## config.mk

```make
export PLATFORM = sky130hd
export DESIGN_NAME = mix_chain_sequencer
export DESIGN_NICKNAME = d
export VERILOG_FILES = /design/src/rtl/mix_seq_pkg.sv /design/src/rtl/mix_chain_sequencer_next_ch.sv /design/src/rtl/mix_chain_sequencer.sv
export SDC_FILE = /design/constraint.sdc
export NUM_CORES = 1
export LEC_CHECK = 0
export CORE_MARGIN = 8
export CORE_UTILIZATION = 40
export DETAILED_ROUTE_END_ITERATION = 8
export MAX_ROUTING_LAYER = met4
export PLACE_DENSITY_LB_ADDON = 0.2
export SYNTH_ARGS = -nofsm -noshare
export SYNTH_HDL_FRONTEND = slang
export SYNTH_HIERARCHICAL = 1
export SYNTH_SLANG_ARGS = --single-unit
```

## constraint.sdc

```tcl
create_clock -name clk -period 4.46 [get_ports clk]
set_clock_uncertainty 0.15 [all_clocks]
set_input_delay 0.892 -clock clk [delete_from_list [all_inputs] [get_ports clk]]
set_output_delay 0.892 -clock clk [all_outputs]
set_load 0.005 [all_outputs]
```

## src/rtl/mix_seq_pkg.sv

```systemverilog
// Shared types and constants for the mixing-chain valve sequencer.
package mix_seq_pkg;

  typedef enum logic [2:0] {
    ST_IDLE,
    ST_INLET,
    ST_SETTLE_I,
    ST_MIX,
    ST_SETTLE_M,
    ST_FLUSH,
    ST_DONE
  } state_t;

  localparam int DEF_SETTLE    = 2;
  localparam int DEF_FLUSH_CYC = 3;

  function automatic int cur_ch_w(input int n);
    return (n > 1) ? $clog2(n) : 1;
  endfunction

endpackage

```

## src/rtl/mix_chain_sequencer_next_ch.sv

```systemverilog
// Priority encoder: lowest eligible channel at or after the search start.
module next_enabled_ch #(
  parameter int N_CH  = 3,
  parameter int IDX_W = 2
) (
  input  logic [N_CH-1:0]  mask,
  input  logic [N_CH-1:0]  dwell_nz,
  input  logic [IDX_W-1:0] cur_idx,
  input  logic             first,
  output logic [IDX_W-1:0] next_idx,
  output logic             valid
);

  // Descending scan so the lowest qualifying index is the one left standing.
  always_comb begin
    valid    = 1'b0;
    next_idx = '0;
    for (int i = N_CH - 1; i >= 0; i--) begin
      if (mask[i] && dwell_nz[i] && (first || (i > int'(cur_idx)))) begin
        valid    = 1'b1;
        next_idx = IDX_W'(i);
      end
    end
  end

endmodule

```

## src/rtl/mix_chain_sequencer.sv

```systemverilog
// Valve sequencer: doses enabled inlets in order, mixes, then flushes the outlet.
module mix_chain_sequencer
  import mix_seq_pkg::*;
#(
  parameter int N_CH      = 3,
  parameter int CNT_W     = 16,
  parameter int SETTLE    = DEF_SETTLE,
  parameter int FLUSH_CYC = DEF_FLUSH_CYC
) (
  input  logic                        clk,
  input  logic                        rst,
  input  logic                        start,
  input  logic                        abort,
  input  logic [N_CH-1:0]             ch_mask,
  input  logic [N_CH*CNT_W-1:0]       dwell,
  input  logic [CNT_W-1:0]            mix_cycles,
  output logic [N_CH-1:0]             inlet_valve,
  output logic                        mix_valve,
  output logic                        out_valve,
  output logic                        busy,
  output logic [cur_ch_w(N_CH)-1:0]   cur_ch,
  output logic                        done,
  output logic                        aborted
);

  localparam int IDX_W = cur_ch_w(N_CH);
  localparam logic [CNT_W-1:0] SETTLE_CNT = CNT_W'(SETTLE);
  localparam logic [CNT_W-1:0] FLUSH_CNT  = CNT_W'(FLUSH_CYC);

  state_t                  state_q, state_d;
  logic [CNT_W-1:0]        cnt_q, cnt_d;
  logic [IDX_W-1:0]        cur_ch_q, cur_ch_d;
  logic [N_CH-1:0]         inlet_valve_q, inlet_valve_d;
  logic                    mix_valve_q, mix_valve_d;
  logic                    out_valve_q, out_valve_d;
  logic                    busy_q, busy_d;
  logic                    done_q, done_d;
  logic                    aborted_q, aborted_d;

  logic [N_CH-1:0]         mask_q, nz_q;
  logic [N_CH*CNT_W-1:0]   dwell_q;
  logic [CNT_W-1:0]        mix_q;

  logic [N_CH-1:0]         nz_live, mask_sel, nz_sel;
  logic [N_CH*CNT_W-1:0]   dwell_sel;
  logic [CNT_W-1:0]        mix_sel, dwell_ld;
  logic                    idle_like, run_active, accept, last, goto_next;
  logic [IDX_W-1:0]        nxt_idx;
  logic                    nxt_valid;

  for (genvar i = 0; i < N_CH; i++) begin : g_nz
    assign nz_live[i] = |dwell[i*CNT_W +: CNT_W];
  end

  // While idle the encoder looks at the live inputs, so the first channel is
  // chosen in the same cycle the configuration is latched.
  assign idle_like  = (state_q == ST_IDLE) || (state_q == ST_DONE);
  assign run_active = !idle_like;
  assign accept     = idle_like && start && !abort;
  assign mask_sel   = idle_like ? ch_mask    : mask_q;
  assign nz_sel     = idle_like ? nz_live    : nz_q;
  assign dwell_sel  = idle_like ? dwell      : dwell_q;
  assign mix_sel    = idle_like ? mix_cycles : mix_q;
  assign last       = (cnt_q == CNT_W'(1));
  assign goto_next  = accept || ((state_q == ST_SETTLE_I) && last);
  assign dwell_ld   = dwell_sel[nxt_idx*CNT_W +: CNT_W];

  next_enabled_ch #(
    .N_CH  (N_CH),
    .IDX_W (IDX_W)
  ) u_next (
    .mask     (mask_sel),
    .dwell_nz (nz_sel),
    .cur_idx  (cur_ch_q),
    .first    (idle_like),
    .next_idx (nxt_idx),
    .valid    (nxt_valid)
  );

  always_comb begin
    state_d   = state_q;
    cnt_d     = cnt_q - CNT_W'(1);
    cur_ch_d  = cur_ch_q;
    aborted_d = 1'b0;
    case (state_q)
      ST_IDLE, ST_DONE: begin
        state_d = ST_IDLE;
        cnt_d   = cnt_q;
      end
      ST_INLET:    if (last) begin state_d = ST_SETTLE_I; cnt_d = SETTLE_CNT; end
      ST_SETTLE_I: ;
      ST_MIX:      if (last) begin state_d = ST_SETTLE_M; cnt_d = SETTLE_CNT; end
      ST_SETTLE_M: if (last) begin state_d = ST_FLUSH;    cnt_d = FLUSH_CNT;  end
      ST_FLUSH:    if (last) state_d = ST_DONE;
      default:     state_d = ST_IDLE;
    endcase
    if (goto_next) begin
      if (nxt_valid) begin
        state_d  = ST_INLET;
        cnt_d    = dwell_ld;
        cur_ch_d = nxt_idx;
      end else if (mix_sel != '0) begin
        state_d = ST_MIX;
        cnt_d   = mix_sel;
      end else begin
        state_d = ST_FLUSH;
        cnt_d   = FLUSH_CNT;
      end
    end
    if (abort && run_active) begin
      state_d   = ST_IDLE;
      cnt_d     = cnt_q;
      cur_ch_d  = cur_ch_q;
      aborted_d = 1'b1;
    end
    inlet_valve_d = (state_d == ST_INLET) ? (N_CH'(1) << cur_ch_d) : '0;
    mix_valve_d   = (state_d == ST_MIX);
    out_valve_d   = (state_d == ST_FLUSH);
    busy_d        = (state_d != ST_IDLE) && (state_d != ST_DONE);
    done_d        = (state_d == ST_DONE);
  end

  always_ff @(posedge clk) begin
    if (rst) begin
      state_q       <= ST_IDLE;
      cnt_q         <= '0;
      cur_ch_q      <= '0;
      inlet_valve_q <= '0;
      mix_valve_q   <= 1'b0;
      out_valve_q   <= 1'b0;
      busy_q        <= 1'b0;
      done_q        <= 1'b0;
      aborted_q     <= 1'b0;
    end else begin
      state_q       <= state_d;
      cnt_q         <= cnt_d;
      cur_ch_q      <= cur_ch_d;
      inlet_valve_q <= inlet_valve_d;
      mix_valve_q   <= mix_valve_d;
      out_valve_q   <= out_valve_d;
      busy_q        <= busy_d;
      done_q        <= done_d;
      aborted_q     <= aborted_d;
    end
  end

  // Run configuration is captured once per accepted start.
  always_ff @(posedge clk) begin
    if (accept) begin
      mask_q  <= ch_mask;
      nz_q    <= nz_live;
      dwell_q <= dwell;
      mix_q   <= mix_cycles;
    end
  end

  assign inlet_valve = inlet_valve_q;
  assign mix_valve   = mix_valve_q;
  assign out_valve   = out_valve_q;
  assign busy        = busy_q;
  assign cur_ch      = cur_ch_q;
  assign done        = done_q;
  assign aborted     = aborted_q;

endmodule
```

Word-level counts from Yosys, hierarchy flattened:

Index checks and enable logic that the tools add are counted.

* flip-flop bits (word level): 99
* input port bits: 71
* logic and storage cells: 89

* $add $sub $neg: 1
* $lt $le $gt $ge: 2
* equal/unequal tests: 13
* shift-type cells: 2
* multiplexer cells: 29
* bitwise gates (word level): 2
* reduce and logical (&&, ||, !) cells: 27

Operators with widths (count)
* $mux 16: 6
* $mux 48: 1
* $pmux 16 s3: 1
* $reduce_or 16->1: 3
* $shiftx 48x7->16: 1
* $mux 3: 10
* $eq 16x1->1 const B: 1
* $reduce_bool 16->1: 1
* $sub 16x1->16 const B: 1
* $eq 3x3->1 const B: 5
* $pmux 3 s5: 1
* $mux 2: 6
* $logic_and 1x1->1: 11
* $eq 3x2->1 const B: 3
* $eq 3x1->1 const B: 2
* $reduce_or 2->1: 3
* $logic_or 1x1->1: 4
* $mux 1: 4
* $logic_not 3->1: 1
* $ne 3x3->1 const B: 1
* $reduce_bool 3->1: 1
* $shl 1x2->3 const A: 1
* $gt 1x2->1 const A: 1
* $gt 2x2->1 const A: 1
* other kinds (4): 6

Logic depth before layout (Yosys ltp):

Gate-level depths: netlist of the first run.

* word-level depth: 14
* gate-level depth with buffers: 18

By module:

Netlist of the first run, hierarchy kept.

By module, submodules not included
* mix_chain_sequencer: instances 1, cells each 446, area an instance 5114.9 um2, sequential area each 2682.6 um2
* next_enabled_ch: instances 1, cells each 11, area an instance 68.8 um2, sequential area each 0.0 um2

Worst setup path before layout of the first run:

OpenSTA, ideal clock, no wires.

* path kind: input-to-reg
* from: input abort
* to: register cnt_q[14]
* setup time: 155 ps
* data arrival time: 3524 ps
* data required time: 4155 ps
* path slack: 632 ps
* stages on the path: 6
* path buffers: 0
* cells stage by stage: nor3b_1 -> nand2_1 -> inv_1 -> nor2_1 -> a31oi_1 -> a221oi_1

* word-level cells in the longest chain between the ends: 5
* elaborated cells between the ends (all ways): 8
* those cells by class: 1 x eq/ne; 1 x mux; 1 x bitwise; 5 x reduce/logical

Ends and longest elaborated chain
* from (decl): line mix_chain_sequencer.sv:13 `input logic abort,`
* $logic_not 1->1 *: line mix_chain_sequencer.sv:59 `assign accept = idle_like && start && !abort;`
* $logic_and 1x1->1 *: line mix_chain_sequencer.sv:59
* via accept: line mix_chain_sequencer.sv:47 `logic idle_like, run_active, accept, last, goto_next;`
* $logic_or 1x1->1 *: line mix_chain_sequencer.sv:65 `assign goto_next = accept || ((state_q == ST_SETTLE_I) && last);`
* $ne 2x2->1 (no line)
* $reduce_and 2->1 (no line)
* to (signal assigned): line mix_chain_sequencer.sv:136 `cnt_q <= cnt_d;`
* to (decl): line mix_chain_sequencer.sv:31 `logic [CNT_W-1:0] cnt_q, cnt_d;`

The timed path passes the listed nets; every way through them passes the cells marked *.
A chain may end at the register's enable or synchronous reset.

Final worst setup path of the first run:

* from: register state_q[2]
* to: register cnt_q[4]

* elaborated cells between the ends (all ways): 42
* those cells by class: 6 x eq/ne; 1 x shift; 14 x mux; 1 x bitwise; 20 x reduce/logical

RTL lines
* from (decl): line mix_chain_sequencer.sv:30 `state_t state_q, state_d;`
* from (signal assigned): line mix_chain_sequencer.sv:135 `state_q <= state_d;`
* $eq 3x3->1 / $logic_not 3->1 (equally long branches): line mix_chain_sequencer.sv:57 `assign idle_like = (state_q == ST_IDLE) || (state_q == ST_DONE);`
* $logic_or 1x1->1 *: line mix_chain_sequencer.sv:57
* $mux 3 *: line mix_chain_sequencer.sv:61 `assign nz_sel = idle_like ? nz_live : nz_q;`
* via nz_sel[2]: line mix_chain_sequencer.sv:44 `logic [N_CH-1:0] nz_live, mask_sel, nz_sel;`
* $logic_and 1x1->1 * (2 in series): line mix_chain_sequencer_next_ch.sv:19 `if (mask[i] && dwell_nz[i] && (first || (i > int'(cur_idx)))) begin`
* $mux 1 * (3 in series): line mix_chain_sequencer_next_ch.sv:19
* via nxt_valid: line mix_chain_sequencer.sv:49 `logic nxt_valid;`
* $mux 16 *: line mix_chain_sequencer.sv:98 `if (nxt_valid) begin`
* $mux 16 *: line mix_chain_sequencer.sv:97 `if (goto_next) begin`

Marked as above.

==> results of run 1 <==
area by class of cell:
class / count / area, um^2
fill: 1160 / 6146
sequential: 99 / 2683
multi-input combinational: 328 / 2356
timing repair buffer: 91 / 883.3
clock buffer: 14 / 264.0
tap: 172 / 215.2
inverter: 10 / 37.54
clock inverter: 2 / 35.03
Yosys cell counts (9+ instances only):
| cell | n | area share [%] |
|---|---|---|
| inv_1 | 9 | 0.65 |
| a22oi_1 | 10 | 1.4 |
| nand3_1 | 9 | 0.87 |
| nor2_1 | 33 | 2.4 |
| edfxtp_1 | 70 | 41 |
| nor4_1 | 23 | 2.8 |
| dfxtp_1 | 29 | 11 |
| mux2i_1 | 15 | 2.9 |
| a21oi_1 | 13 | 1.3 |
| a311oi_1 | 9 | 1.5 |
| xnor2_1 | 9 | 1.5 |
| nand2_1 | 77 | 5.6 |
| mux4_2 | 16 | 7.0 |
| o21ai_0 | 11 | 1.1 |
power by group through the flow:
stage / combinational, uW / sequential [uW] / clock [uW]
2_1_floorplan: 509 / 1110 / 0
3_3_place_gp: 734 / 1120 / 0
3_5_place_dp: 741 / 1130 / 0
4_1_cts: 745 / 1110 / 808
5_1_grt: 807 / 1110 / 845
6_report: 742 / 1110 / 799
kinds of logic (layout without fill, tap and decap cells):
| group | count (synthesis) | count (layout) | synth area share, % |
|---|---|---|---|
| AND/OR/NAND/NOR | 192 | 192 | 19.36 |
| flip-flops | 99 | 99 | 51.75 |
| AO/OA/AOI/OAI | 84 | 84 | 12.21 |
| multiplexers | 34 | 34 | 10.50 |
| buffers and inverters | 30 | 117 | 2.848 |
| XOR/XNOR | 16 | 16 | 2.848 |
| adder cells (fa/ha/maj) | 2 | 2 | 0.4827 |
metrics by stage:
stage          utilization, %  total power (uW)  setup slack, ps  cell area (um^2)
3_3_place_gp            48.93              1858            511.1              6175
6_report                51.30              2649            745.3              6474
2_1_floorplan               -              1620            631.6              5184
3_5_place_dp            48.93              1868            471.1              6175
4_1_cts                 51.30              2660            749.3              6474
5_1_grt                 51.30              2767            487.7              6474
metal layers:
layer | share of wire [%] | track usage, %
met1 | 45 | 23.16
met2 | 48 | 27.93
met5 | 0 | -
met3 | 5.1 | 3.713
met4 | 2.1 | 6.489
critical path, cell delays in order, from the launching register on:
cell	delay, ps
dfxtp_1	610
xnor2_2	220
nand2b_2	320
inv_2	290
buf_4	310
nand2_1	90
nand2_1	80
o211ai_2	90
nand3_1	190
inv_1	190
o31a_4	440
nor2_4	210
a22oi_1	140
a311oi_1	290
state kept, by name, indices dropped and copies added, names as in the netlist:
signal,flops
aborted,1
mix_q,16
done,1
cur_ch,2
nz_q,3
cnt_q,16
state_q,3
mix_valve,1
inlet_valve,3
busy,1
dwell_q,48
mask_q,3
out_valve,1
path summary, 6_finish.rpt:
check	startpoint	cells after the start	slack, ps	end
max	state_q[2]	13	750	cnt_q[4]
min	cnt_q[15]	1	400	cnt_q[15]
max reg2reg	state_q[2]	13	750	cnt_q[4]
min reg2reg	cnt_q[15]	1	400	cnt_q[15]
==> impl_metrics.py, run 1 <==
metrics = {
    "run_status": {
        "status": "complete, no violations",
    },
    "timing": {
        "worst_slew_pin_slew_ps": 846.7,
        "worst_slew_margin_rel_pct": 43.21,
        "hold_ws_ps": 402.2,
        "hold_viol": 0,
        "tns_ps": 0,
        "min_period_ps": 3715,
        "setup_viol": 0,
        "max_freq_ghz": 0.2692,
        "drv_slew": 0,
        "period_share_pct": 83.29,
        "rsz0062_at_grt": "false",
    },
    "synth": {
        "ys_warn_count": 6,
        "async_reset_ff_share_pct": 0,
        "synth_cells": 457,
        "syn_area_per_cell_um2": 11.34,
        "syn_nets": 530,
        "synthesis.area_um2": 5184,
        "ys.flop_type": "edfxtp_1",
        "synth.distinct_cells": 65,
        "yosysSeqAreaShare_pct": 51.75,
        "synth_seq_cells": 99,
        "synth_edf_count": 70,
    },
    "cts": {
        "cts_resized": 0,
        "postCtsSetupRepairBufs": 0,
        "clk_pin_slew_ps": 60,
        "cts_buffers": 9,
        "htree_levels": 3,
        "cts.sinks": 99,
        "cts_hold_buf": 0,
        "cts_tree": "built",
        "cts_root_buffer": "clkbuf_16",
        "insertion_delay_ps": 350,
        "clk_path_buf_depth": 2,
    },
    "placed_design": {
        "gp_congestion": 0.9192,
        "placed_cells": 700,
        "numPortBuffers": 80,
        "post-dp-hpwl_mm": 10.77,
    },
    "route": {
        "ant_nets": 0,
        "wirelength_mm": 14.39,
        "drc": 0,
        "wl_per_cell_um": 20.10,
        "viasPerCell": 5.747,
        "drt_iter0_markers": 389,
        "first_pass_iters": 5,
        "vias": 4115,
    },
    "worst_setup_path": {
        "cp.required_ps": 4570,
        "path_max_fanout": 21,
        "cp_data_arrival_time_ps": 3820,
        "crit_type": "reg -> reg",
        "end_kind": "flop",
        "worst_setup_path_start_kind": "flop",
    },
    "grt": {
        "gr-total-overflow": 0,
        "antenna_found_initial": 0,
        "grt_pass1_vias": 4038,
        "grt_start_max_net_pins": 44,
        "grt_usage_pct": 18.09,
        "grt_pass1_wl_mm": 22.54,
    },
    "final_layout": {
        "final_common_cell": "clkdlybuf4s50_1",
        "synthToLayoutAreaGrowth_pct": 24.89,
        "instances_no_fill": 716,
        "diodes": 0,
        "nets": 612,
        "drive_gt1_share_pct": 11.95,
        "layout_common_cells": "clkdlybuf4s50_1 (80), nand2_1 (77), edfxtp_1 (70), nor2_1 (33), dfxtp_1 (29)",
    },
    "floorplanning": {
        "die_area_um2": 16860,
        "die_h_um": 129.8,
        "core_area_um2": 12620,
        "start_util_pct": 41.08,
        "rows": 41,
        "ios": 81,
        "fp.dieW_um": 129.8,
    },
    "power": {
        "power_frac_clock_pct": 30.2,
        "power_frac_seq_pct": 41.8,
        "p_int_uw": 1849,
        "p_sw_uw": 800.4,
        "sw_frac_of_total_pct": 30.21,
        "p_per_area_nw_per_um2": 409.2,
        "leakagePower_uw": 0.002221,
        "ir_worst_vdd_mv": 0.2188,
        "p_comb_share_pct": 28.0,
    },
    "min_path": {
        "hold_path.class": "reg -> reg",
    },
    "run": {
        "drv_cap": 0,
    },
}
No activity file was read; power rests on OpenSTA's default activity.
==> run 2, diff against run 1 <==
==> constraint.sdc (replaced) <==
create_clock -name clk -period 3.75 [get_ports clk]
set_clock_uncertainty 0.15 [all_clocks]
set_input_delay 0.75 -clock clk [delete_from_list [all_inputs] [get_ports clk]]
set_output_delay 0.75 -clock clk [all_outputs]
set_load 0.005 [all_outputs]
==> run 2 against run 1 <==
- design area rose by 1.7%
- register-to-register slack got worse by 540 ps
- largest cell class unchanged
- flip-flop and latch count did not move
- via count fell by 0.78%
- power rose by 20%
- utilization rose by 0.86 points
- sequential share of layout area fell by 0.69 points
- largest power group unchanged
- die area did not move
- non-clock buffer count rose by 12
==> impl_metrics.py, run 2 (synthesis results as in run 1) <==
metrics = {
    "run_status": {
        "status": "complete, no violations",
    },
    "final_layout": {
        "largest_reg_flops": 48,
        "stdcell_area_um2": 6583,
        "n_fill_cell": 1194,
        "regMostFlops": "dwell_q",
        "synthToLayoutAreaGrowth_pct": 26.99,
        "diodes": 0,
        "nets": 624,
        "reg.largest.list": "dwell_q x48, cnt_q x16, mix_q x16",
        "final_core_util_pct": 52.16,
        "drive_gt1_share_pct": 14.21,
        "instances_no_fill": 728,
        "final_common_cell": "clkdlybuf4s50_1",
        "layout_common_cells": "clkdlybuf4s50_1 (80), nand2_1 (77), edfxtp_1 (70), nor2_1 (33), dfxtp_1 (29)",
    },
    "floorplanning": {
        "start_util_pct": 41.08,
        "core_area_um2": 12620,
        "fp.dieW_um": 129.8,
        "ios": 81,
        "die_h_um": 129.8,
        "die_area_um2": 16860,
        "rows": 41,
    },
    "cts": {
        "clk_path_buf_depth": 2,
        "htree_levels": 3,
        "cts.sinks": 99,
        "insertion_delay_ps": 350,
        "cts_resized": 0,
        "clk_pin_slew_ps": 70,
        "postCtsSetupRepairBufs": 0,
        "cts_buffers": 9,
        "cts_tree": "built",
        "cts_hold_buf": 0,
        "cts_root_buffer": "clkbuf_16",
    },
    "placed_design": {
        "place_area_um2": 6277,
        "post-place-ws_ps": -114.2,
        "gp_congestion": 0.8455,
        "placed_cells": 712,
        "numPortBuffers": 80,
        "post-dp-hpwl_mm": 11.03,
    },
    "worst_setup_path": {
        "crit_type": "reg -> reg",
        "cp.required_ps": 3820,
        "end_kind": "flop",
        "worst_setup_path_start_kind": "flop",
        "path_max_fanout": 23,
        "cp_data_arrival_time_ps": 3610,
    },
    "timing": {
        "min_period_ps": 3540,
        "worst_slew_margin_rel_pct": 45.88,
        "period_share_pct": 94.39,
        "setup_slack_ps": 210.3,
        "hold_viol": 0,
        "tns_ps": 0,
        "drv_slew": 0,
        "max_freq_ghz": 0.2825,
        "rsz0062_at_grt": "false",
        "setup_viol": 0,
        "worst_slew_pin_slew_ps": 803.3,
    },
    "route": {
        "first_pass_iters": 5,
        "vias": 4083,
        "drt_iter0_markers": 350,
        "ant_nets": 0,
        "wl_per_cell_um": 19.91,
        "viasPerCell": 5.609,
        "drc": 0,
        "wirelength_mm": 14.49,
    },
    "power": {
        "p_per_area_nw_per_um2": 483.4,
        "ir_worst_vdd_mv": 0.2697,
        "leakagePower_uw": 0.002289,
    },
    "grt": {
        "grt_pass1_vias": 4247,
        "antenna_found_initial": 0,
        "grt_pass1_wl_mm": 22.74,
        "grt_start_max_net_pins": 71,
        "gr-total-overflow": 0,
        "grt_usage_pct": 18.26,
    },
    "min_path": {
        "hold_path.class": "reg -> reg",
    },
    "run": {
        "drv_cap": 0,
    },
}
-- run 2: area by class of cell --
type | instances | area (um^2) | share of cell area, %
Timing Repair Buffer | 103 | 985.9 | 14.98
Inverter | 10 | 37.54 | 0.5702
Tap cell | 172 | 215.2 | 3.269
Clock buffer | 12 | 256.5 | 3.897
Clock inverter | 4 | 48.80 | 0.7413
Sequential cell | 99 | 2683 | 40.75
Multi-Input combinational cell | 328 | 2356 | 35.79
-- run 2: stage by stage --
step | power (uW) | hold WS (ps)
after CTS | 3205 | 388.2
after global routing | 3329 | 416.2
after global placement | 2239 | 378.0
final | 3182 | 387.0
after floorplan | 1927 | 334.3
after detailed placement | 2248 | 379.4
-- run 2: path summary, 6_finish.rpt --
| check | startpoint | to | slack (ps) | cells after the start |
|---|---|---|---|---|
| max | state_q[2] | cnt_q[14] | 210 | 12 |
| min | cnt_q[14] | cnt_q[14] | 390 | 2 |
| max reg2reg | state_q[2] | cnt_q[14] | 210 | 12 |
| min reg2reg | cnt_q[14] | cnt_q[14] | 390 | 2 |
-- run 2: critical path, cell delays in order (launching register included) --
cell and delay [ps]:
dfxtp_1 620, xnor2_2 230, nand2b_2 250, inv_2 230
buf_4 310, nand3_1 180, nor2b_1 200, buf_4 180
buf_4 150, mux4_2 300, and2_1 190, o211ai_1 310
a221oi_1 120
-- run 2: metal layers --
layer  part of all wire, %  routed length [um]  vias to the layer above  track usage (%)
met2                    50                7282                      108            29.89
li1                      -                   -                     1944                -
met5                     0                   0                        -                -
met1                    44                6429                     2020            22.55
met4                   1.1                 165                        0            6.421
met3                   4.2                 614                       11            2.938
-- run 2: power breakdown --
part	leakage, uW	switching (uW)	internal [uW]
combinational	0.00125	495	414
sequential	0.000885	60.8	1260
clock	0.000153	402	554
total	0.00229	957	2220
